--- src/rtl/seg7_pkg.sv ---
// Shared constants and helpers for the 7-segment scan driver.
package seg7_pkg;

  // All segments off on a common-anode display (active-low segments).
  localparam logic [6:0] SEG_BLANK = 7'b1111111;

  // Active-low hex glyphs, bit6 = a ... bit0 = g.
  function automatic logic [6:0] seg_decode(input logic [3:0] nib);
    logic [6:0] seg;
    case (nib)
      4'h0:    seg = 7'b0000001;
      4'h1:    seg = 7'b1001111;
      4'h2:    seg = 7'b0010010;
      4'h3:    seg = 7'b0000110;
      4'h4:    seg = 7'b1001100;
      4'h5:    seg = 7'b0100100;
      4'h6:    seg = 7'b0100000;
      4'h7:    seg = 7'b0001111;
      4'h8:    seg = 7'b0000000;
      4'h9:    seg = 7'b0001100;
      4'hA:    seg = 7'b0001000;
      4'hB:    seg = 7'b1100000;
      4'hC:    seg = 7'b0110001;
      4'hD:    seg = 7'b1000010;
      4'hE:    seg = 7'b0110000;
      default: seg = 7'b0111000;
    endcase
    return seg;
  endfunction

  // Bits needed for a counter over 0..n-1; never less than one bit.
  function automatic int cnt_width(input int n);
    return (n > 1) ? $clog2(n) : 1;
  endfunction

endpackage

--- src/rtl/hex_display_scan_if.sv ---
// Datapath-side and pin-side signals of the scan driver.
// load is a single-cycle capture strobe with no ready: whenever load is high
// at a rising edge the driver takes value unconditionally, so there is no
// back-pressure and no transaction is ever stalled.
interface hex_display_scan_if #(
  parameter int NUM_DIGITS = 4
);
  logic [4*NUM_DIGITS-1:0] value;
  logic                    load;
  logic                    mode;
  logic [6:0]              out0;
  logic [NUM_DIGITS-1:0]   enable;

  modport master (output value, load, mode, input out0, enable);
  modport slave  (input value, load, mode, output out0, enable);
endinterface

--- src/rtl/seg7_hex_decode.sv ---
// Combinational hex nibble to active-low 7-segment pattern.
module seg7_hex_decode
  import seg7_pkg::*;
(
  input  logic [3:0] nib,
  output logic [6:0] seg
);

  // Pure table lookup.
  always_comb begin
    seg = seg_decode(nib);
  end

endmodule

--- src/rtl/hex_display_scan.sv ---
// Time-multiplexed N-digit common-anode 7-segment driver with hex counter
// mode and optional leading-zero blanking. Outputs are one register stage
// behind the digit index and display register.
module hex_display_scan
  import seg7_pkg::*;
#(
  parameter int NUM_DIGITS    = 4,
  parameter int REFRESH_DIV   = 100000,
  parameter int TICK_DIV      = 50000000,
  parameter int BLANK_LEADING = 1
) (
  input  logic              clk,
  input  logic              rst,
  hex_display_scan_if.slave bus
);

  localparam int W      = 4 * NUM_DIGITS;
  localparam int TICK_W = cnt_width(TICK_DIV);
  localparam int SCAN_W = cnt_width(REFRESH_DIV);
  localparam int IDX_W  = cnt_width(NUM_DIGITS);

  localparam logic [TICK_W-1:0] TICK_LAST = TICK_W'(TICK_DIV - 1);
  localparam logic [SCAN_W-1:0] SCAN_LAST = SCAN_W'(REFRESH_DIV - 1);
  localparam logic [IDX_W-1:0]  IDX_LAST  = IDX_W'(NUM_DIGITS - 1);

  logic [W-1:0]          disp;
  logic [TICK_W-1:0]     tick_cnt;
  logic                  tick;
  logic [SCAN_W-1:0]     scan_cnt;
  logic                  scan_last;
  logic [IDX_W-1:0]      digit_idx;
  logic [NUM_DIGITS-1:0] upper_zero;
  logic [3:0]            nibble;
  logic [NUM_DIGITS-1:0] en_sel;
  logic                  blank;
  logic [6:0]            seg;

  assign tick      = (tick_cnt == TICK_LAST);
  assign scan_last = (scan_cnt == SCAN_LAST);

  // Free-running counter-mode prescaler; runs regardless of mode.
  always_ff @(posedge clk) begin
    if (rst)       tick_cnt <= '0;
    else if (tick) tick_cnt <= '0;
    else           tick_cnt <= tick_cnt + TICK_W'(1);
  end

  // Refresh prescaler and digit index; index steps once per refresh period.
  always_ff @(posedge clk) begin
    if (rst) begin
      scan_cnt  <= '0;
      digit_idx <= '0;
    end else if (scan_last) begin
      scan_cnt  <= '0;
      digit_idx <= (digit_idx == IDX_LAST) ? '0 : digit_idx + IDX_W'(1);
    end else begin
      scan_cnt  <= scan_cnt + SCAN_W'(1);
    end
  end

  // Display register: load beats increment, so a tick landing on a load is dropped.
  always_ff @(posedge clk) begin
    if (rst)                  disp <= '0;
    else if (bus.load)        disp <= bus.value;
    else if (bus.mode && tick) disp <= disp + W'(1);
  end

  // upper_zero[i]: nibble i and every more-significant nibble are zero.
  always_comb begin
    upper_zero = '0;
    for (int i = 0; i < NUM_DIGITS; i++) begin
      upper_zero[i] = ((disp >> (4 * i)) == '0);
    end
  end

  // Select the current digit's nibble, its enable pattern and blanking.
  always_comb begin
    nibble = '0;
    en_sel = '1;
    blank  = 1'b0;
    for (int i = 0; i < NUM_DIGITS; i++) begin
      if (digit_idx == IDX_W'(i)) begin
        nibble    = disp[4*i +: 4];
        en_sel[i] = 1'b0;
        blank     = (BLANK_LEADING != 0) && (i != 0) && upper_zero[i];
      end
    end
  end

  seg7_hex_decode u_dec (
    .nib (nibble),
    .seg (seg)
  );

  // Pin registers: a blank digit turns off both segments and all anodes.
  always_ff @(posedge clk) begin
    if (rst) begin
      bus.out0   <= SEG_BLANK;
      bus.enable <= '1;
    end else begin
      bus.out0   <= blank ? SEG_BLANK : seg;
      bus.enable <= blank ? '1 : en_sel;
    end
  end

endmodule

--- src/flat_wrapper.sv ---
// flat-port wrapper written by rule: the top's interface ports become plain ports
module hex_display_scan_flat import seg7_pkg::*;
#(
  parameter int NUM_DIGITS    = 4,
  parameter int REFRESH_DIV   = 100000,
  parameter int TICK_DIV      = 50000000,
  parameter int BLANK_LEADING = 1
)
  (clk, rst, bus_value, bus_load, bus_mode, bus_out0, bus_enable);
  hex_display_scan_if #(.NUM_DIGITS(NUM_DIGITS)) bus_i ();
  input  logic clk;
  input  logic rst;
  input wire logic [$bits(bus_i.value)-1:0] bus_value;
  input wire logic [$bits(bus_i.load)-1:0] bus_load;
  input wire logic [$bits(bus_i.mode)-1:0] bus_mode;
  output wire logic [$bits(bus_i.out0)-1:0] bus_out0;
  output wire logic [$bits(bus_i.enable)-1:0] bus_enable;
  assign bus_i.value = bus_value;
  assign bus_i.load = bus_load;
  assign bus_i.mode = bus_mode;
  assign bus_out0 = bus_i.out0;
  assign bus_enable = bus_i.enable;
  hex_display_scan #(.NUM_DIGITS(NUM_DIGITS), .REFRESH_DIV(REFRESH_DIV), .TICK_DIV(TICK_DIV), .BLANK_LEADING(BLANK_LEADING)) u_core (.clk(clk), .rst(rst), .bus(bus_i));
endmodule
--- config.mk ---
export PLATFORM = sky130hd
export DESIGN_NAME = hex_display_scan_flat
export DESIGN_NICKNAME = d
export VERILOG_FILES = /design/src/rtl/seg7_pkg.sv /design/src/rtl/hex_display_scan_if.sv /design/src/rtl/seg7_hex_decode.sv /design/src/rtl/hex_display_scan.sv /design/src/flat_wrapper.sv
export SDC_FILE = /design/constraint.sdc
export NUM_CORES = 1
export LEC_CHECK = 0
export CAP_MARGIN = 20
export CELL_PAD_IN_SITES_DETAIL_PLACEMENT = 1
export CELL_PAD_IN_SITES_GLOBAL_PLACEMENT = 1
export CORE_MARGIN = 2
export CORE_UTILIZATION = 44
export CTS_CLUSTER_SIZE = 8
export DETAILED_ROUTE_END_ITERATION = 10
export GPL_ROUTABILITY_DRIVEN = 1
export PLACE_DENSITY = 0.86
export SLEW_MARGIN = 20
export SYNTH_ARGS = -nofsm -noshare
export SYNTH_HDL_FRONTEND = slang
export SYNTH_SLANG_ARGS = --single-unit
--- constraint.sdc ---
create_clock -name clk -period 3.1 [get_ports clk]
set_input_delay 0.62 -clock clk [delete_from_list [all_inputs] [get_ports clk]]
set_output_delay 0.62 -clock clk [all_outputs]
set_load 0.01 [all_outputs]
==> impl_metrics.py <==
metrics = {
    "clocking": {
        "cts_hold_buf": 0,
        "clock_sinks": 72,
        "cts_inserted_buffers": 9,
        "cts_resized": 0,
        "cts_setup_buffers": 0,
        "cts_tree": "yes",
        "clock_path_buffers": 2,
        "insertion_delay_ns": 0.35,
        "path_clk_slew_ns": 0.08,
        "clockRootBuffer": "clkbuf_8",
        "h-tree-depth": 3,
    },
    "sta": {
        "tns_ns": 0,
        "fmax_mhz": 384,
        "finalCritPeriodShare": 0.840,
        "slew_headroom": 0.460,
        "finalSetupViolations": 0,
        "hold_ws_ns": 0.478,
        "slew_viol_final": 0,
        "tightest_slew_ns": 0.810,
        "hold_viol": 0,
        "finClkSkew_ns": 0.00883,
        "finalCriticalPeriod_ns": 2.60,
        "grt_setup_unrepaired": "no",
    },
    "route": {
        "vias": 3223,
        "drt_iter0_drc": 99,
        "final_antenna_net_count": 0,
        "via_per_inst": 5.63,
        "wl_mm": 8.89,
        "firstDrtPassIters": 4,
        "detail_route.wl_per_cell_um": 15.5,
        "remaining_drc_errors": 0,
    },
    "synthesis": {
        "yosysTopAreaCell": "dfxtp_1",
        "avgSynthCellArea_um2": 8.55,
        "synth.top_cell.area_share": 0.392,
        "netlist_area_um2": 3680,
        "yosys_most_used_dff": "dfxtp_1",
        "netlist_top_cells_area": "dfxtp_1 39%, nor2_1 6.9%, xor2_1 5.5%, ha_1 4.4%, xnor2_1 3.6%",
        "syn-num-nets": 463,
        "yosysSeqAreaShare": 0.392,
        "ys_warn_count": 0,
        "synth_edf_count": 0,
        "async_flop_share": 0,
        "syn_inst": 430,
        "ys_ff_latch": 72,
        "ys_types": 55,
    },
    "global_route": {
        "grt_max_degree": 26,
        "grt_pass1_wl_mm": 14.9,
        "grt_remaining_overflow": 0,
        "grt_pass1_vias": 3165,
        "grt_antenna_before_repair": 0,
        "grt_use_total": 0.209,
    },
    "power_and_ir_drop": {
        "peakVddDrop_mv": 0.310,
        "power_leakage_nw": 1.49,
        "powerDensity_nw_per_um2": 438,
    },
    "die": {
        "die-area_um2": 9110,
        "row_count": 33,
        "ioPinCount": 31,
        "die_y_um": 95.4,
        "die_width_um": 95.4,
        "core_um2": 8180,
        "initial_core_util": 0.450,
    },
    "worst_setup_path": {
        "path_class": "register to register",
        "cpMaxStageDelayCell": "or4_4",
        "end_kind": "register",
        "cp.arrival_ns": 2.86,
        "crit_path_start_kind": "register",
        "ff2ff_path_depth": 6,
        "cp.required_ns": 3.36,
        "max_stage_delay_ns": 0.56,
        "cp_max_fo": 21,
        "crit_chain": "ha_1 -> nand3_2 -> or3_4 -> or4_4 -> or4_1 -> a311oi_1",
    },
    "finish": {
        "area_growth_pct": 16.6,
        "nNetsFinal": 495,
        "drive_gt1_frac": 0.0835,
        "mostFrequentLayoutCell": "dfxtp_1",
        "layout.cells.non_filler": 572,
        "final_core_utilization": 0.525,
        "diodes": 0,
        "layout_common_cells": "72 x dfxtp_1, 68 x nor2_1, 30 x clkdlybuf4s50_1",
    },
    "place": {
        "place_inst": 556,
        "hpwl_mm": 6.58,
        "gp_congestion": 0.789,
        "port_buffers": 30,
    },
    "status": {
        "status": "finished clean",
    },
    "hold_path": {
        "hp-class": "register to register",
        "min_path_cells": 1,
    },
    "flow_run": {
        "maxCapViolations": 0,
    },
}
==> where the power goes <==
group	leakage, nW	internal [mW]	total (mW)	switching (mW)
logic	0.798	0.0921	0.180	0.0874
clock network	0.0988	0.356	0.711	0.355
registers	0.588	0.956	0.989	0.0335
==> final cells by class <==
class	count	area (µm²)
Fill cell	982	3880
Multi-Input combinational cell	319	2090
Sequential cell	72	1440
Timing Repair Buffer	37	353
Clock buffer	12	165
Tap cell	105	131
Inverter	23	86.3
Clock inverter	4	26.3
==> through the flow <==
stage / setup WS, ns / cell area, µm² / total power [mW]
6_report: 0.497 / 4290 / 1.88
5_1_grt: 0.333 / 4290 / 1.97
4_1_cts: 0.488 / 4290 / 1.91
3_5_place_dp: 0.417 / 4100 / 1.19
3_3_place_gp: 0.475 / 4100 / 1.18
2_1_floorplan: 0.635 / 3680 / 1.10
==> cells in the mapped netlist (2+ instances only) <==
| cell | number |
|---|---|
| a21oi_1 | 6 |
| dfxtp_1 | 72 |
| nand4_1 | 15 |
| and4b_1 | 2 |
| mux2_2 | 3 |
| o31ai_1 | 8 |
| o311a_1 | 2 |
| nor4_1 | 9 |
| a311oi_1 | 10 |
| and4_1 | 3 |
| nand2b_1 | 3 |
| nand3b_1 | 2 |
| nor4b_1 | 3 |
| nand2_1 | 29 |
| and3_1 | 5 |
| nor3_1 | 7 |
| nor2b_1 | 4 |
| a211oi_1 | 4 |
| xnor2_1 | 15 |
| nand3_1 | 26 |
| clkbuf_1 | 13 |
| nor3b_1 | 2 |
| a22o_1 | 2 |
| a2111oi_0 | 2 |
| or2_2 | 4 |
| xor2_1 | 23 |
| nor2_1 | 68 |
| or4_1 | 10 |
| nand3_2 | 2 |
| mux2i_1 | 6 |
| inv_1 | 22 |
| ha_1 | 13 |
| or3_1 | 5 |
| a221oi_2 | 2 |
| o211ai_1 | 2 |
| o21ai_0 | 7 |
==> worst max-delay path, delay by kind of cell, from the launching register on <==
family / cells / cell delay, ns
AOI/OAI and AO/OA: 1 / 0.27
adders and majority gates: 1 / 0.25
DFF: 1 / 0.38
and+or+nand+nor: 4 / 1.61
==> cell families after synthesis <==
group	share of synthesized area
mux	0.0255
flops	0.392
xor+xnor	0.0905
fa+ha+maj	0.0442
compound gates	0.118
simple gates	0.288
buf+inv	0.0422
==> worst paths after layout <==
check	startpoint	end	slack, ns
setup / recovery	u_core.tick_cnt[0]	u_core.disp[7]	0.50
hold / removal	u_core.tick_cnt[0]	u_core.tick_cnt[0]	0.48
setup reg to reg	u_core.tick_cnt[0]	u_core.disp[7]	0.50
hold reg to reg	u_core.tick_cnt[0]	u_core.tick_cnt[0]	0.48
==> metal layers <==
layer	global-route usage	vias up	routed length (µm)
li1	-	1609	-
met3	0.0561	12	250
met1	0.270	1559	4280
met2	0.342	43	4210
met4	0.0631	0	141
met5	0	-	0
==> flip-flops by register name (all words and copies together) (netlist names) <==
signal             flops
u_core.bus.enable      4
u_core.bus.out0        7
u_core.digit_idx       2
u_core.disp           16
u_core.scan_cnt       17
u_core.tick_cnt       26
No activity file was read; power rests on OpenSTA's default activity.
==> variant 1 (config.mk and constraints unchanged) <==
`TICK_DIV` is set to 50000000 in 2 places; all go to 25000000.
--- a/src/rtl/hex_display_scan.sv
+++ b/src/rtl/hex_display_scan.sv
@@ -8,3 +8,3 @@
   parameter int REFRESH_DIV   = 100000,
-  parameter int TICK_DIV      = 50000000,
+  parameter int TICK_DIV      = 25000000,
   parameter int BLANK_LEADING = 1
--- a/src/flat_wrapper.sv
+++ b/src/flat_wrapper.sv
@@ -5,3 +5,3 @@
   parameter int REFRESH_DIV   = 100000,
-  parameter int TICK_DIV      = 50000000,
+  parameter int TICK_DIV      = 25000000,
   parameter int BLANK_LEADING = 1
Formal check against the unedited RTL: no difference found for any inputs over 10 cycles, from zero or initial values and one cycle with rst high; that may be too few to reach the edited logic, so the function may still have changed.
==> variant 1 against the original RTL <==
Final area up 0.70%; area after synthesis is 1.7% higher; critical path depth is 3 higher; sequential cell count fell by 1; sequential power shrank 0.9%; highest routed layer unchanged; count of clock-buffer cells in the layout fell by 1; largest cell class unchanged; worst setup slack lost 0.11 ns; worst hold slack lost 0.027 ns; critical path type unchanged; fmax fell by 4.1%; wire length up 7.6%; power increased by 7.5%.
==> variant 1: results (changes against the original RTL) <==
Final GP Congestion 0.915 (+16%); Leakage 1.49 nW (+0.34%); Commonest cells post-synth 71 x dfxtp_1, 65 x nor2_1, 34 x nand2_1; Synth Net Count 456 (-1.5%); GRT Overall Usage 22.2% (+1.3 points); first-pass GRT wire length 15,800 µm (+6.2%); Routed met1 length 4100 µm (-4.3%); status finished, final reports clean; Mapped Avg Cell Area 8.84 µm² (+3.4%); cells on worst reg2reg path 9 (+3); Unique masters post-synth 56 (+1.8%); starting DRC count in detailed routing 82 (-17%); internal reg-to-reg setup slack 0.39 ns (-0.11 ns); dpl cells 544 (-2.2%); top flop regs u_core.tick_cnt x25, u_core.scan_cnt x17, u_core.disp x16; sequential area share after synthesis 38.0% (-1.2 points); DR vias 3,194 (-0.90%); worst reg2reg endpoint u_core.bus.out0[0]$_SDFF_PP1_; # nets final 483 (-2.4%); pre-CTS setup slack 0.461 ns (+0.0434 ns); hold slack final 0.451 ns (-0.0267 ns); final WL 9570 µm (+7.6%); Critical Path Start u_core.digit_idx[1]$_SDFFE_PP0N_; vias per std cell 5.70 (+1.2%); Power Internal 1.53 mW (+8.9%); Layout Skew 0.00813 ns (-0.000695 ns); top post-synthesis cells by area dfxtp_1 38%, nor2_1 6.5%, xnor2_1 6.3%; hold path start u_core.scan_cnt[0]$_SDFF_PP0_; fillers 971 (-1.1%); Clock power frac 42.8% (+5.0 points); Slew Limit Headroom 50.0% (+4.0 points)
==> variant 1: changes by cell type in the layout (fill, tap and decap cells not counted), sizes merged, moves of 3 or more <==
cell / unedited run / this run
a211oi: 4 / 16
a311oi: 10 / 2
and4: 3 / 7
inv: 23 / 13
nand2: 29 / 34
nor3: 7 / 14
o31ai: 8 / 0
or2: 4 / 1
or4: 11 / 3
xnor2: 15 / 27
==> variant 1: area by class of cell <==
| class | count | area share (%) |
|---|---|---|
| multi-input cells | 319 | 49.6 |
| flip-flops and latches | 71 | 32.9 |
| repair buffers | 36 | 7.99 |
| clock buffers | 11 | 3.50 |
| well taps | 105 | 3.04 |
| clock inverters | 5 | 1.85 |
| inverters | 13 | 1.13 |
==> variant 1: power groups by stage <==
stage | Sequential (mW) | Clock, mW | Combinational, mW
6_report | 0.980 | 0.865 | 0.177
5_1_grt | 0.983 | 0.921 | 0.195
4_1_cts | 0.979 | 0.883 | 0.179
3_5_place_dp | 0.999 | 0 | 0.175
3_3_place_gp | 0.998 | 0 | 0.166
2_1_floorplan | 0.992 | 0 | 0.103
==> variant 1: layer usage <==
layer	vias up	global-route usage, %
li1	1534	-
met1	1562	25.6
met2	69	39.1
met3	29	3.92
met4	0	11.1
met5	-	0
==> variant 1: logic make-up (layout without fill, tap and decap cells) <==
group | Yosys count | in the layout | share of synthesized area, %
compound gates | 43 | 43 | 7.96
xor+xnor | 48 | 48 | 11.2
fa+ha+maj | 13 | 13 | 4.35
buf+inv | 33 | 65 | 4.75
flops | 71 | 71 | 38.0
mux | 10 | 10 | 2.81
simple gates | 205 | 205 | 30.9
==> variant 1: critical path: stages, from the launching register on <==
cell	delay [ns]
dfxtp_1	0.38
inv_1	0.08
ha_1	0.30
nand3b_1	0.22
a221oi_1	0.65
inv_1	0.23
ha_1	0.27
mux2_2	0.27
a22oi_1	0.14
nand2_1	0.07
==> variant 1: worst max path at each step <==
stage / to / cells past startpoint / slack (ns)
floorplan: u_core.bus.out0[0]$_SDFF_PP1_ / 10 / 0.75
global placement: u_core.bus.out0[0]$_SDFF_PP1_ / 9 / 0.67
global route: u_core.bus.out0[0]$_SDFF_PP1_ / 8 / 0.17
detailed placement: u_core.bus.out0[0]$_SDFF_PP1_ / 9 / 0.46
CTS: u_core.bus.out0[3]$_SDFF_PP1_ / 9 / 0.34
finish: u_core.bus.out0[0]$_SDFF_PP1_ / 9 / 0.39
==> variant 2 (same settings) <==
Made on the original files. Reset style: asynchronous (`rst`), changed in 4 clocked blocks.
--- a/src/rtl/hex_display_scan.sv
+++ b/src/rtl/hex_display_scan.sv
@@ -41,3 +41,3 @@
   // Free-running counter-mode prescaler; runs regardless of mode.
-  always_ff @(posedge clk) begin
+  always_ff @(posedge clk or posedge rst) begin
     if (rst)       tick_cnt <= '0;
@@ -48,3 +48,3 @@
   // Refresh prescaler and digit index; index steps once per refresh period.
-  always_ff @(posedge clk) begin
+  always_ff @(posedge clk or posedge rst) begin
     if (rst) begin
@@ -61,3 +61,3 @@
   // Display register: load beats increment, so a tick landing on a load is dropped.
-  always_ff @(posedge clk) begin
+  always_ff @(posedge clk or posedge rst) begin
     if (rst)                  disp <= '0;
@@ -95,3 +95,3 @@
   // Pin registers: a blank digit turns off both segments and all anodes.
-  always_ff @(posedge clk) begin
+  always_ff @(posedge clk or posedge rst) begin
     if (rst) begin
Function: differs if rst is asserted again (counterexample within 4 cycles, from zero or initial values and one cycle with rst high); with rst held inactive, the same outputs for 10 cycles.
==> variant 2 against the original RTL <==
Sequential share of layout area rose by 4.5 points; combinational power up 33%; wire length is 16% higher; final area is 11% higher; worst setup slack better by 0.25 ns; count of clock-buffer cells in the layout rose by 2; power rose by 6.6%; sequential cell count stayed put; final cell count is 5.6% higher; global-route usage grew 1.1 points; area after synthesis is 13% higher.
==> variant 2: results (changes against the original RTL) <==
final WL 10,400 µm (+16%); peak supply drop 208 µV (-33%); layout cells sized above 1 8.00% (-0.35 points); Critical Path AT 2.62 ns (-0.24 ns); hold path start u_core.tick_cnt[23]$_DFF_PP0_; sequential area share after synthesis 43.5% (+4.3 points); slew at the pin closest to its max-slew limit 0.913 ns (+0.103 ns); Worst path max stage delay 0.81 ns (+0.25 ns); dpl cells 588 (+5.8%); Largest delay share family, worst path compound AO/OA/AOI/OAI gates; first-pass GRT wire length 17,800 µm (+20%); largest net degree at the start of global routing 42 (+62%); starting DRC count in detailed routing 148 (+49%); worst reg2reg endpoint u_core.bus.out0[6]$_DFF_PP1_; Post-synth ARST share 100% (+100 points); Final GP Congestion 0.874 (+11%); DR vias 3,596 (+12%); status finished, final reports clean; Max FO, Critical Path 10 (-52%); Synth Net Count 480 (+3.7%); Layout Skew 0.0135 ns (+0.00471 ns); hpwl dp 7250 µm (+10%); Crit Reg-Reg Startpoint u_core.digit_idx[1]$_DFFE_PP0N_; internal reg-to-reg setup slack 0.74 ns (+0.25 ns); most frequently used flop master after synthesis dfrtp_1; GRT Overall Usage 22.0% (+1.1 points); synthesized instance count 447 (+4.0%); top post-synthesis cells by area dfrtp_1 37%, dfstp_2 6.9%, ha_1 3.9%; Hold EP u_core.tick_cnt[23]$_DFF_PP0_; Commonest cells post-synth 61 x dfrtp_1, 39 x nand2_1, 37 x nor2_1; # nets final 503 (+1.6%); routed wire length per instance 17.1 µm (+10%); Unique masters post-synth 56 (+1.8%)
==> variant 2: changes by cell type in the layout (fill, tap and decap cells not counted), moves of 9 or more <==
cell / change
dfxtp_1: -72
nor2_1: -31
inv_1: -9
nand2_1: +10
dfrtp_1: +61
xor2_1: -13
a31oi_1: +10
dfstp_2: +11
a21oi_1: +11
==> variant 2: kinds of logic after synthesis <==
family	count (synthesis)	synth area share, %
AOI/OAI and AO/OA	84	13.4
xor gates and xnor gates	26	5.46
adders and majority gates	13	3.90
buffers and inverters	37	3.69
DFF	72	43.5
muxes	8	1.92
and+or+nand+nor	207	28.1
==> variant 2: stage by stage <==
| stage | worst slack, ns | hold WS [ns] | utilization (%) | cell area (µm²) |
|---|---|---|---|---|
| after floorplan | 0.673 | 0.453 | - | 4170 |
| after global placement | 0.656 | 0.473 | 49.5 | 4570 |
| after detailed placement | 0.626 | 0.484 | 49.5 | 4570 |
| after CTS | 0.781 | 0.500 | 51.6 | 4760 |
| after global routing | 0.525 | 0.518 | 51.6 | 4760 |
| final | 0.744 | 0.494 | 51.6 | 4760 |
==> variant 2: area by class of cell <==
class	instances	area, µm²
well taps	129	161
clock buffers	14	184
multi-input cells	338	2200
flip-flops and latches	72	1820
repair buffers	35	338
inverters	14	52.6
clock inverters	2	10.0
fillers	1061	4480
==> variant 2: worst max path at each step <==
stage	end	slack, ns	cells past startpoint
finish	u_core.bus.out0[6]$_DFF_PP1_	0.74	6
global placement	u_core.disp[13]$_DFFE_PP0P_	0.66	5
CTS	u_core.disp[8]$_DFFE_PP0P_	0.78	5
floorplan	u_core.digit_idx[0]$_DFFE_PP0N_	0.67	1
global route	u_core.bus.out0[4]$_DFF_PP1_	0.52	8
detailed placement	u_core.disp[13]$_DFFE_PP0P_	0.63	5
==> variant 2: power by group <==
group	switching, mW	total [mW]	internal [mW]
clock	0.358	0.741	0.382
combinational	0.129	0.240	0.111
sequential	0.0406	1.02	0.983
total	0.528	2.00	1.48
==> variant 2: metal layers <==
metal  vias up  wire, µm  GRT usage (%)  part of all wire, %
met5         -         0              0                    0
met4         0       190           7.38                  1.8
met3        19       297           3.80                  2.9
met2        61      5000           35.6                   48
met1      1809      4870           29.9                   47
li1       1707         -              -                    -
